<file path="src/rtl/fetch_pipe_ctrl_pkg.sv">
// fetch_pipe_ctrl_pkg: shared constants for the fetch stage (NOP encoding, FSM states, PC step)
package fetch_pipe_ctrl_pkg;
    localparam logic [31:0] NOP         = 32'h0;
    localparam int          PC_STEP_DEF = 4;
    localparam logic [1:0]  ST_INIT     = 2'd0;
    localparam logic [1:0]  ST_RUN      = 2'd1;
    localparam logic [1:0]  ST_STALL    = 2'd2;
endpackage

</file>
<file path="src/rtl/fetch_pipe_ctrl_if_id_reg.sv">
// if_id_reg: IF/ID pipeline register with load, bubble and hold.
//   clk, rst_n      clock, async active-low reset
//   load_i          capture {inst_i, pc_plus4_i} as a valid instruction
//   bubble_i        insert NOP with valid=0 (wins over load_i)
//   inst_o, pc_plus4_o, valid_o   register contents
module if_id_reg
    import fetch_pipe_ctrl_pkg::*;
#(
    parameter int PC_WIDTH   = 32,
    parameter int INST_WIDTH = 32
) (
    input  logic                  clk,
    input  logic                  rst_n,
    input  logic                  load_i,
    input  logic                  bubble_i,
    input  logic [INST_WIDTH-1:0] inst_i,
    input  logic [PC_WIDTH-1:0]   pc_plus4_i,
    output logic [INST_WIDTH-1:0] inst_o,
    output logic [PC_WIDTH-1:0]   pc_plus4_o,
    output logic                  valid_o
);
    logic [INST_WIDTH-1:0] inst_q, inst_d;
    logic [PC_WIDTH-1:0]   pc_plus4_q, pc_plus4_d;
    logic                  valid_q, valid_d;

    always_comb begin
        inst_d     = bubble_i ? INST_WIDTH'(NOP) : load_i ? inst_i     : inst_q;
        pc_plus4_d = bubble_i ? '0               : load_i ? pc_plus4_i : pc_plus4_q;
        valid_d    = bubble_i ? 1'b0             : load_i ? 1'b1       : valid_q;
    end

    always_ff @(posedge clk or negedge rst_n) begin
        if (!rst_n) begin
            inst_q     <= INST_WIDTH'(NOP);
            pc_plus4_q <= '0;
            valid_q    <= 1'b0;
        end else begin
            inst_q     <= inst_d;
            pc_plus4_q <= pc_plus4_d;
            valid_q    <= valid_d;
        end
    end

    assign inst_o     = inst_q;
    assign pc_plus4_o = pc_plus4_q;
    assign valid_o    = valid_q;
endmodule

</file>
<file path="src/rtl/fetch_pipe_ctrl.sv">
// fetch_pipe_ctrl: PC, IF/ID register and INIT/RUN/STALL control honouring hazard-unit stall/flush.
//   clk, rst_n                     clock, async active-low reset
//   pc_write, inst_ld              hazard unit advance permissions (must agree)
//   flush, flush_target            redirect from a taken jump/branch in ID
//   imem_addr, imem_rdata          instruction memory (combinational read)
//   pc_init                        one-cycle pulse when fetch starts after reset
//   if_id_inst/pc_plus4/valid      IF/ID register
//   hs_err                         sticky pc_write/inst_ld disagreement
//   perf_stall_cnt, perf_flush_cnt saturating counters, built only with FETCH_PERF_EN
module fetch_pipe_ctrl
    import fetch_pipe_ctrl_pkg::*;
#(
    parameter int                  PC_WIDTH   = 32,
    parameter int                  INST_WIDTH = 32,
    parameter logic [PC_WIDTH-1:0] RESET_PC   = '0,
    parameter int                  PC_STEP    = PC_STEP_DEF
) (
    input  logic                  clk,
    input  logic                  rst_n,
    input  logic                  pc_write,
    input  logic                  inst_ld,
    input  logic                  flush,
    input  logic [PC_WIDTH-1:0]   flush_target,
    output logic [PC_WIDTH-1:0]   imem_addr,
    input  logic [INST_WIDTH-1:0] imem_rdata,
    output logic                  pc_init,
    output logic [INST_WIDTH-1:0] if_id_inst,
    output logic [PC_WIDTH-1:0]   if_id_pc_plus4,
    output logic                  if_id_valid,
    output logic                  hs_err,
    output logic [31:0]           perf_stall_cnt,
    output logic [31:0]           perf_flush_cnt
);
    logic [1:0]          state_q, state_d;
    logic [PC_WIDTH-1:0] pc_q, pc_d, pc_next;
    logic                pc_init_q, hs_err_q, hs_err_d;
    logic                run, do_flush, advance, stall;

    // Flush outranks everything; any non-advancing combination (including a
    // mismatch) holds PC and IF/ID so no instruction is lost.
    always_comb begin
        run      = state_q != ST_INIT;
        pc_next  = pc_q + PC_WIDTH'(PC_STEP);
        do_flush = run && flush;
        advance  = run && !flush && pc_write && inst_ld;
        stall    = run && !flush && !(pc_write && inst_ld);
        pc_d     = do_flush ? flush_target : advance ? pc_next : pc_q;
        state_d  = stall ? ST_STALL : ST_RUN;
        hs_err_d = hs_err_q || (stall && (pc_write ^ inst_ld));
    end

    always_ff @(posedge clk or negedge rst_n) begin
        if (!rst_n) begin
            state_q   <= ST_INIT;
            pc_q      <= RESET_PC;
            pc_init_q <= 1'b0;
            hs_err_q  <= 1'b0;
        end else begin
            state_q   <= state_d;
            pc_q      <= pc_d;
            pc_init_q <= !run;
            hs_err_q  <= hs_err_d;
        end
    end

    if_id_reg #(.PC_WIDTH(PC_WIDTH), .INST_WIDTH(INST_WIDTH)) u_if_id (
        .clk        (clk),
        .rst_n      (rst_n),
        .load_i     (advance),
        .bubble_i   (do_flush || !run),
        .inst_i     (imem_rdata),
        .pc_plus4_i (pc_next),
        .inst_o     (if_id_inst),
        .pc_plus4_o (if_id_pc_plus4),
        .valid_o    (if_id_valid)
    );

`ifdef FETCH_PERF_EN
    logic [31:0] stall_cnt_q, flush_cnt_q;

    always_ff @(posedge clk or negedge rst_n) begin
        if (!rst_n) begin
            stall_cnt_q <= '0;
            flush_cnt_q <= '0;
        end else begin
            if (stall && stall_cnt_q != '1)
                stall_cnt_q <= stall_cnt_q + 32'd1;
            if (do_flush && flush_cnt_q != '1)
                flush_cnt_q <= flush_cnt_q + 32'd1;
        end
    end

    assign perf_stall_cnt = stall_cnt_q;
    assign perf_flush_cnt = flush_cnt_q;
`else
    assign perf_stall_cnt = '0;
    assign perf_flush_cnt = '0;
`endif

    assign imem_addr = pc_q;
    assign pc_init   = pc_init_q;
    assign hs_err    = hs_err_q;
endmodule
</file>
<file path="config.mk">
export PLATFORM = sky130hd
export DESIGN_NAME = fetch_pipe_ctrl
export DESIGN_NICKNAME = d
export VERILOG_FILES = /design/src/rtl/fetch_pipe_ctrl_pkg.sv /design/src/rtl/fetch_pipe_ctrl_if_id_reg.sv /design/src/rtl/fetch_pipe_ctrl.sv
export SDC_FILE = /design/constraint.sdc
export NUM_CORES = 1
export LEC_CHECK = 0
export BUFFER_PORTS_ARGS = -buffer_cell sky130_fd_sc_hd__buf_2
export CORE_MARGIN = 5
export CORE_UTILIZATION = 35
export DETAILED_ROUTE_END_ITERATION = 10
export HOLD_SLACK_MARGIN = 0.05
export PLACE_DENSITY_LB_ADDON = 0.2
export SLEW_MARGIN = 20
export SYNTH_ARGS = -nofsm -noshare
export SYNTH_HDL_FRONTEND = slang
export SYNTH_SLANG_ARGS = --single-unit
</file>
<file path="constraint.sdc">
create_clock -name clk -period 2 [get_ports clk]
set_input_delay 0.2 -clock clk [delete_from_list [all_inputs] [get_ports clk]]
set_output_delay 0.2 -clock clk [all_outputs]
set_load 0.005 [all_outputs]
</file>
==> results of run 1 <==
==> logic make-up after synthesis <==
| logic type | after synthesis | synth area share (%) |
|---|---|---|
| and+or+nand+nor | 207 | 18.7 |
| AOI/OAI and AO/OA | 146 | 16.2 |
| buffers and inverters | 105 | 12.1 |
| DFF | 101 | 47.6 |
| xor gates and xnor gates | 27 | 4.45 |
| adders and majority gates | 2 | 0.471 |
| muxes | 2 | 0.377 |
| other | 1 | 0.0706 |
==> synth_stat cells (2+ instances only) <==
library cell,n
sky130_fd_sc_hd__a221o_1,9
sky130_fd_sc_hd__mux2i_1,2
sky130_fd_sc_hd__dfrtp_1,101
sky130_fd_sc_hd__a22oi_1,7
sky130_fd_sc_hd__clkbuf_1,28
sky130_fd_sc_hd__xor2_1,12
sky130_fd_sc_hd__nor2_1,24
sky130_fd_sc_hd__ha_1,2
sky130_fd_sc_hd__nor3_1,7
sky130_fd_sc_hd__and4_1,3
sky130_fd_sc_hd__and2_1,2
sky130_fd_sc_hd__o211ai_1,3
sky130_fd_sc_hd__nand3_1,25
sky130_fd_sc_hd__o21ai_0,42
sky130_fd_sc_hd__buf_1,4
sky130_fd_sc_hd__nand2_1,103
sky130_fd_sc_hd__a21oi_1,66
sky130_fd_sc_hd__buf_4,65
sky130_fd_sc_hd__o311ai_0,3
sky130_fd_sc_hd__xnor2_1,15
sky130_fd_sc_hd__a22o_1,2
sky130_fd_sc_hd__nand4_1,9
sky130_fd_sc_hd__nor2_2,3
sky130_fd_sc_hd__nor3b_1,4
sky130_fd_sc_hd__a211oi_1,4
sky130_fd_sc_hd__or3_1,8
sky130_fd_sc_hd__nor4_1,2
sky130_fd_sc_hd__and3_1,7
sky130_fd_sc_hd__a21o_1,4
sky130_fd_sc_hd__clkbuf_2,2
sky130_fd_sc_hd__inv_1,5
==> registers in the layout, summed over array words and instances, names as in the netlist <==
signal and cells:
hs_err 1, imem_addr 32, pc_init 1, state_q 2
u_if_id.inst_o 32, u_if_id.pc_plus4_o 32, u_if_id.valid_o 1
==> area by class of cell <==
cell class	instances	area (µm²)	area share, %
multi-input combinational	448	2390	36.1
tap	188	235	3.55
inverter	5	18.8	0.283
clock inverter	1	30.0	0.453
sequential	101	2530	38.1
timing repair buffer	203	1150	17.4
clock buffer	13	270	4.08
==> metal layers <==
| metal | GRT usage [%] | part of all wire, % | vias up | wire [µm] |
|---|---|---|---|---|
| met1 | 23.0 | 44 | 2241 | 6940 |
| met3 | 4.53 | 7.7 | 22 | 1210 |
| met4 | 6.97 | 2.3 | 0 | 354 |
| met2 | 26.6 | 46 | 181 | 7120 |
| met5 | 0 | 0 | - | 0 |
| li1 | - | - | 2262 | - |
==> per-stage QoR <==
step	util (%)	area, µm²	setup WS, ns	std cells	power, mW
2_1_floorplan	-	5550	0.0461	654	3.00
3_3_place_gp	41.9	6310	0.174	943	3.45
3_5_place_dp	41.9	6310	0.143	943	3.47
4_1_cts	44.1	6630	0.107	959	5.31
5_1_grt	44.1	6630	0.0106	959	5.51
6_report	44.1	6630	0.126	959	5.23
==> timing repair <==
item / CTS / global route
setup endpoints to repair: 0 / 0
hold endpoints to repair: 102 / 0
hold buffers: 2 / 0
resized for setup: 0 / 0
==> critical path: stages (launching register included) <==
cell and delay [ns]:
sky130_fd_sc_hd__dfrtp_1 0.45, sky130_fd_sc_hd__nand4_4 0.19, sky130_fd_sc_hd__nor4_4 0.44, sky130_fd_sc_hd__and3_1 0.31, sky130_fd_sc_hd__mux2i_1 0.09, sky130_fd_sc_hd__a221o_1 0.27
==> where the power goes <==
group / switching [mW] / internal (mW) / total, mW
clock network: 0.745 / 1.06 / 1.81
logic: 0.589 / 0.454 / 1.04
registers: 0.165 / 2.21 / 2.38
==> final timing paths <==
path	from	to	slack, ns	cells past startpoint
min	flush_target[1]	imem_addr[1]$_DFFE_PN0P_	0.07	3
min reg2reg	hs_err$_DFF_PN0_	hs_err$_DFF_PN0_	0.46	1
max reg2reg	imem_addr[9]$_DFFE_PN0P_	imem_addr[27]$_DFFE_PN0P_	0.13	5
max	imem_addr[9]$_DFFE_PN0P_	imem_addr[27]$_DFFE_PN0P_	0.13	5
max in group asynchronous	rst_n	u_if_id.pc_plus4_o[2]$_DFFE_PN0P_	1.06	3
min in group asynchronous	rst_n	u_if_id.inst_o[26]$_DFFE_PN0P_	0.41	3
==> load_flow_metrics.sql, run 1 <==
INSERT INTO impl_metrics (metric_group, metric, value, unit) VALUES
('finish', 'layout.cells.most_common_list', 'sky130_fd_sc_hd__buf_2 (166), sky130_fd_sc_hd__nand2_1 (103), sky130_fd_sc_hd__dfrtp_1 (101)', ''),
('timing', 'final_max_slew_viol_count', '0', ''),
('global_route', 'initial_antenna_violation_count', '0', ''),
('floorplanning', 'io_pins', '232', ''),
('power', 'power_density', '789', 'nW/µm²'),
('route', 'dr_drc_count', '0', ''),
('synth', 'synth_area_leaders', 'sky130_fd_sc_hd__dfrtp_1 (48%), sky130_fd_sc_hd__buf_4 (9.2%), sky130_fd_sc_hd__nand2_1 (7.3%)', ''),
('clocking', 'cts_buffers', '9', ''),
('timing', 'fin_worst_hold_slack', '0.0660', 'ns'),
('finish', 'drive_above_1_share', '29.4', '%'),
('synth', 'synth.top_cell.area_share', '47.6', '%'),
('synth', 'yosys_warnings', '0', ''),
('floorplanning', 'fp.dieArea', '17700', 'µm²'),
('floorplanning', 'core-area', '15000', 'µm²'),
('route', 'drtPass1Iterations', '4', ''),
('worst_setup_path', 'worst-endpoint-required', '2.22', 'ns'),
('hold_path', 'min_path_type', 'input pin to flip-flop', ''),
('finish', 'most_frequent_standard_cell_in_the_layout_excluding_fill_and_tap_cells', 'sky130_fd_sc_hd__buf_2', ''),
('timing', 'clock.fmax', '534', 'MHz'),
('power', 'static_leakage_power', '3.29', 'nW'),
('synth', 'synth_cells', '591', ''),
('global_route', 'grt_pass1_wl', '24700', 'µm'),
('timing', 'unrepaired_setup_endpoints_after_global_routing', 'no', ''),
('synth', 'synth_top_cell_by_area', 'sky130_fd_sc_hd__dfrtp_1', ''),
('timing', 'worstMarginPinSlew', '0.622', 'ns'),
('worst_setup_path', 'critPathArrivalTime', '2.10', 'ns'),
('floorplanning', 'num_rows', '45', ''),
('route', 'drt-total-wl', '15600', 'µm'),
('place', 'io_buffers', '167', ''),
('floorplanning', 'initial_core_util', '35.3', '%'),
('timing', 'setup_viol', '0', ''),
('clocking', 'clk-insertion-delay-late', '0.34', 'ns'),
('worst_setup_path', 'setup.worst_path.class', 'flip-flop to flip-flop', ''),
('clocking', 'clock_tree.buffer_depth', '2', ''),
('floorplanning', 'die-width', '133', 'µm'),
('synth', 'syn-mean-instance-area', '8.99', 'µm²'),
('route', 'routed-via-count', '4706', ''),
('finish', 'filler_cells_inserted', '1513', ''),
('place', 'place_congestion', '0.819', ''),
('timing', 'report.final.hold_viol_count', '0', ''),
('route', 'drt-initial-drc-count', '281', ''),
('global_route', 'number_of_global_route_vias_before_repair', '4714', ''),
('timing', 'skew', '0.00612', 'ns'),
('synth', 'dominant_synthesized_flop_cell', 'sky130_fd_sc_hd__dfrtp_1', ''),
('synth', 'unique_cell_type_count_in_the_yosys_netlist', '49', ''),
('worst_setup_path', 'startpoint_type', 'flip-flop', ''),
('worst_setup_path', 'path_max_fanout', '5', ''),
('floorplanning', 'die_h', '133', 'µm'),
('synth', 'synth.ff_latch_count', '101', ''),
('outcome', 'outcome', 'finished clean', ''),
('clocking', 'htree_num_levels', '3', ''),
('global_route', 'overflow', '0', ''),
('clocking', 'cts.sink_count', '101', ''),
('clocking', 'post-cts-setup-buffers', '0', ''),
('clocking', 'tritoncts', 'done', ''),
('timing', 'final.period_utilization', '93.7', '%'),
('job', 'timing.max_cap.violations', '0', ''),
('synth', 'ys_seq_area_share', '47.6', '%'),
('place', 'post-dp-hpwl', '11100', 'µm'),
('clocking', 'clkSlewWorstSetupHoldPaths', '0.07', 'ns'),
('synth', 'edff_count_synth', '0', ''),
('route', 'final_antenna_net_count', '0', ''),
('timing', 'worst_slew_margin_rel', '58.6', '%'),
('synth', 'netlist_area', '5310', 'µm²'),
('finish', 'antenna_cells', '0', ''),
('synth', 'synthArstFlopShare', '100', '%'),
('worst_setup_path', 'end_kind', 'flip-flop', ''),
('finish', 'design.final.nets', '839', ''),
('route', 'wl_per_cell', '16.3', 'µm'),
('power', 'ir_drop', '0.000386', 'V'),
('finish', 'synthToLayoutAreaGrowth', '24.8', '%'),
('route', 'viasPerCell', '4.91', ''),
('global_route', 'grt_use_total', '17.2', '%'),
('timing', 'period_needed', '1.87', 'ns'),
('global_route', 'grt_max_degree', '102', ''),
('timing', 'tns', '0', 'ns'),
('clocking', 'clk_root_buffer_cell', 'sky130_fd_sc_hd__clkbuf_16', '');
No activity file was read; power rests on OpenSTA's default activity.
==> run 2, diff against run 1 <==
clock period = 1.9 ns   (was 2 ns; I/O delays follow)
==> load_flow_metrics.sql, run 2 (synthesis results as in run 1) <==
INSERT INTO impl_metrics (metric_group, metric, value, unit) VALUES
('outcome', 'outcome', 'finished clean', ''),
('power', 'power_density', '795', 'nW/µm²'),
('global_route', 'initial_antenna_violation_count', '1', ''),
('job', 'timing.max_cap.violations', '0', ''),
('worst_setup_path', 'ff2ff_setup_slack', '0.12', 'ns'),
('floorplanning', 'die_h', '133', 'µm'),
('timing', 'worstMarginPinSlew', '0.556', 'ns'),
('worst_setup_path', 'slowest_library_cell_on_the_worst_path', 'sky130_fd_sc_hd__dfrtp_1', ''),
('route', 'drtPass1Iterations', '4', ''),
('place', 'post-dp-hpwl', '11500', 'µm'),
('timing', 'setup_viol', '0', ''),
('global_route', 'grt_pass1_wl', '25800', 'µm'),
('global_route', 'grt_use_total', '18.1', '%'),
('finish', 'synthToLayoutAreaGrowth', '26.1', '%'),
('hold_path', 'min_path_type', 'input pin to flip-flop', ''),
('finish', 'layout.cells.most_common_list', 'sky130_fd_sc_hd__buf_2 (166), sky130_fd_sc_hd__nand2_1 (101), sky130_fd_sc_hd__dfrtp_1 (101)', ''),
('worst_setup_path', 'path_max_fanout', '5', ''),
('timing', 'report.final.hold_viol_count', '0', ''),
('finish', 'antenna_cells', '0', ''),
('clocking', 'clk-insertion-delay-late', '0.35', 'ns'),
('clocking', 'cts_buffers', '9', ''),
('worst_setup_path', 'critPathArrivalTime', '2.01', 'ns'),
('place', 'io_buffers', '167', ''),
('place', 'place_congestion', '0.847', ''),
('finish', 'design.final.nets', '852', ''),
('finish', 'final_design_area_no_fill', '6700', 'µm²'),
('route', 'drt-initial-drc-count', '222', ''),
('worst_setup_path', 'rr_startpoint', 'imem_addr[2]$_DFFE_PN0P_', ''),
('route', 'final_antenna_net_count', '0', ''),
('worst_setup_path', 'crit_path_cell_trace', 'ha_1 > nand3_2 > nor4_2 > buf_4 > o21ai_0 > a221o_1', ''),
('floorplanning', 'core-area', '15000', 'µm²'),
('timing', 'skew', '0.00883', 'ns'),
('timing', 'clock.fmax', '562', 'MHz'),
('place', 'place_area', '6390', 'µm²'),
('global_route', 'globalRouteMet2Util', '29.4', '%'),
('timing', 'tns', '0', 'ns'),
('power', 'static_leakage_power', '3.33', 'nW'),
('route', 'drt-total-wl', '16200', 'µm'),
('clocking', 'clk_root_buffer_cell', 'sky130_fd_sc_hd__clkbuf_16', ''),
('timing', 'worst_slew_margin_rel', '63.0', '%'),
('finish', 'drive_above_1_share', '30.5', '%'),
('global_route', 'overflow', '0', ''),
('finish', 'filler_cells_inserted', '1521', ''),
('power', 'ir_drop', '0.000407', 'V'),
('clocking', 'clkSlewWorstSetupHoldPaths', '0.06', 'ns'),
('worst_setup_path', 'worst-endpoint-required', '2.13', 'ns'),
('floorplanning', 'fp.dieArea', '17700', 'µm²'),
('timing', 'final.period_utilization', '93.6', '%'),
('worst_setup_path', 'setup.worst_path.class', 'flip-flop to flip-flop', ''),
('global_route', 'global_route.peak_usage_layer', 'met2', ''),
('global_route', 'grt_max_degree', '95', ''),
('worst_setup_path', 'startpoint_type', 'flip-flop', ''),
('route', 'wl_per_cell', '16.7', 'µm'),
('route', 'viasPerCell', '4.96', ''),
('clocking', 'clock_tree.buffer_depth', '2', ''),
('global_route', 'number_of_global_route_vias_before_repair', '4819', ''),
('clocking', 'cts.sink_count', '101', ''),
('global_route', 'use_met1', '23.5', '%'),
('worst_setup_path', 'timing.critical_path.slowest_cell_delay', '0.41', 'ns'),
('route', 'routed-via-count', '4803', ''),
('timing', 'final_max_slew_viol_count', '0', ''),
('timing', 'period_needed', '1.78', 'ns'),
('route', 'dr_drc_count', '0', ''),
('clocking', 'tritoncts', 'done', ''),
('floorplanning', 'initial_core_util', '35.3', '%'),
('worst_setup_path', 'critical_path.startpoint', 'imem_addr[2]$_DFFE_PN0P_', ''),
('finish', 'most_frequent_standard_cell_in_the_layout_excluding_fill_and_tap_cells', 'sky130_fd_sc_hd__buf_2', ''),
('clocking', 'htree_num_levels', '3', ''),
('global_route', 'gr-usage-met3', '4.65', '%'),
('floorplanning', 'die-width', '133', 'µm'),
('floorplanning', 'num_rows', '45', ''),
('hold_path', 'hp-start', 'flush_target[16]', ''),
('floorplanning', 'io_pins', '232', ''),
('timing', 'unrepaired_setup_endpoints_after_global_routing', 'no', ''),
('worst_setup_path', 'end_kind', 'flip-flop', '');
==> run 2: changes by cell type in the layout (fill, tap and decap cells not counted), sizes merged <==
cell,before,now
buf,201,212
bufinv,1,0
clkbuf,13,11
dlygate4sd3,2,4
==> run 2: where the power goes <==
part | internal (mW) | total (mW) | switching, mW
sequential | 2.33 | 2.49 | 0.154
combinational | 0.519 | 1.18 | 0.661
clock | 0.889 | 1.66 | 0.771
total | 3.74 | 5.33 | 1.59
==> run 2: worst max-delay path, delay by kind of cell, from the launching register on <==
kind,cells,cell delay [ns]
AOI/OAI and AO/OA,2,0.39
buffers and inverters,1,0.19
and+or+nand+nor,2,0.48
DFF,1,0.41
adders and majority gates,1,0.21
==> run 2: path summary, 6_finish.rpt <==
kind                                             endpoint  cells past startpoint
max                             imem_addr[14]$_DFFE_PN0P_                      6
min                             imem_addr[16]$_DFFE_PN0P_                      3
max reg2reg                     imem_addr[14]$_DFFE_PN0P_                      6
min reg2reg                              hs_err$_DFF_PN0_                      1
max in group asynchronous  u_if_id.inst_o[31]$_DFFE_PN0P_                      3
min in group asynchronous  u_if_id.inst_o[30]$_DFFE_PN0P_                      2
==> run 2: repair_timing <==
item / CTS / global route
buffers inserted: 0 / 2
hold endpoints to repair: 38 / 0
setup endpoints to repair: 0 / 7
gates resized for setup: 0 / 4
hold buffers: 4 / 0
==> run 2: cell type report <==
cell class	instances	area, µm²	area share, %
Tap cell	188	235	3.51
Multi-Input combinational cell	448	2410	35.9
Inverter	5	18.8	0.280
Timing Repair Buffer	216	1270	19.0
Sequential cell	101	2530	37.7
Clock buffer	11	243	3.62
==> run 2: stage by stage <==
stage	hold slack, ns	util, %	cells	total power [mW]	setup WS, ns
after floorplan	-0.106	-	654	3.15	0.0335
after global placement	0.202	42.5	952	3.68	0.125
after detailed placement	0.221	42.5	952	3.70	0.0952
after CTS	0.0508	44.4	967	5.39	0.0822
after global routing	0.0688	44.6	969	5.65	0.00603
final	0.0620	44.6	969	5.33	0.122
==> run 2: metal layers <==
layer | vias up | routed length, µm
li1 | 2291 | -
met1 | 2286 | 6980
met2 | 197 | 7640
met3 | 27 | 1220
met4 | 2 | 348
met5 | - | 13
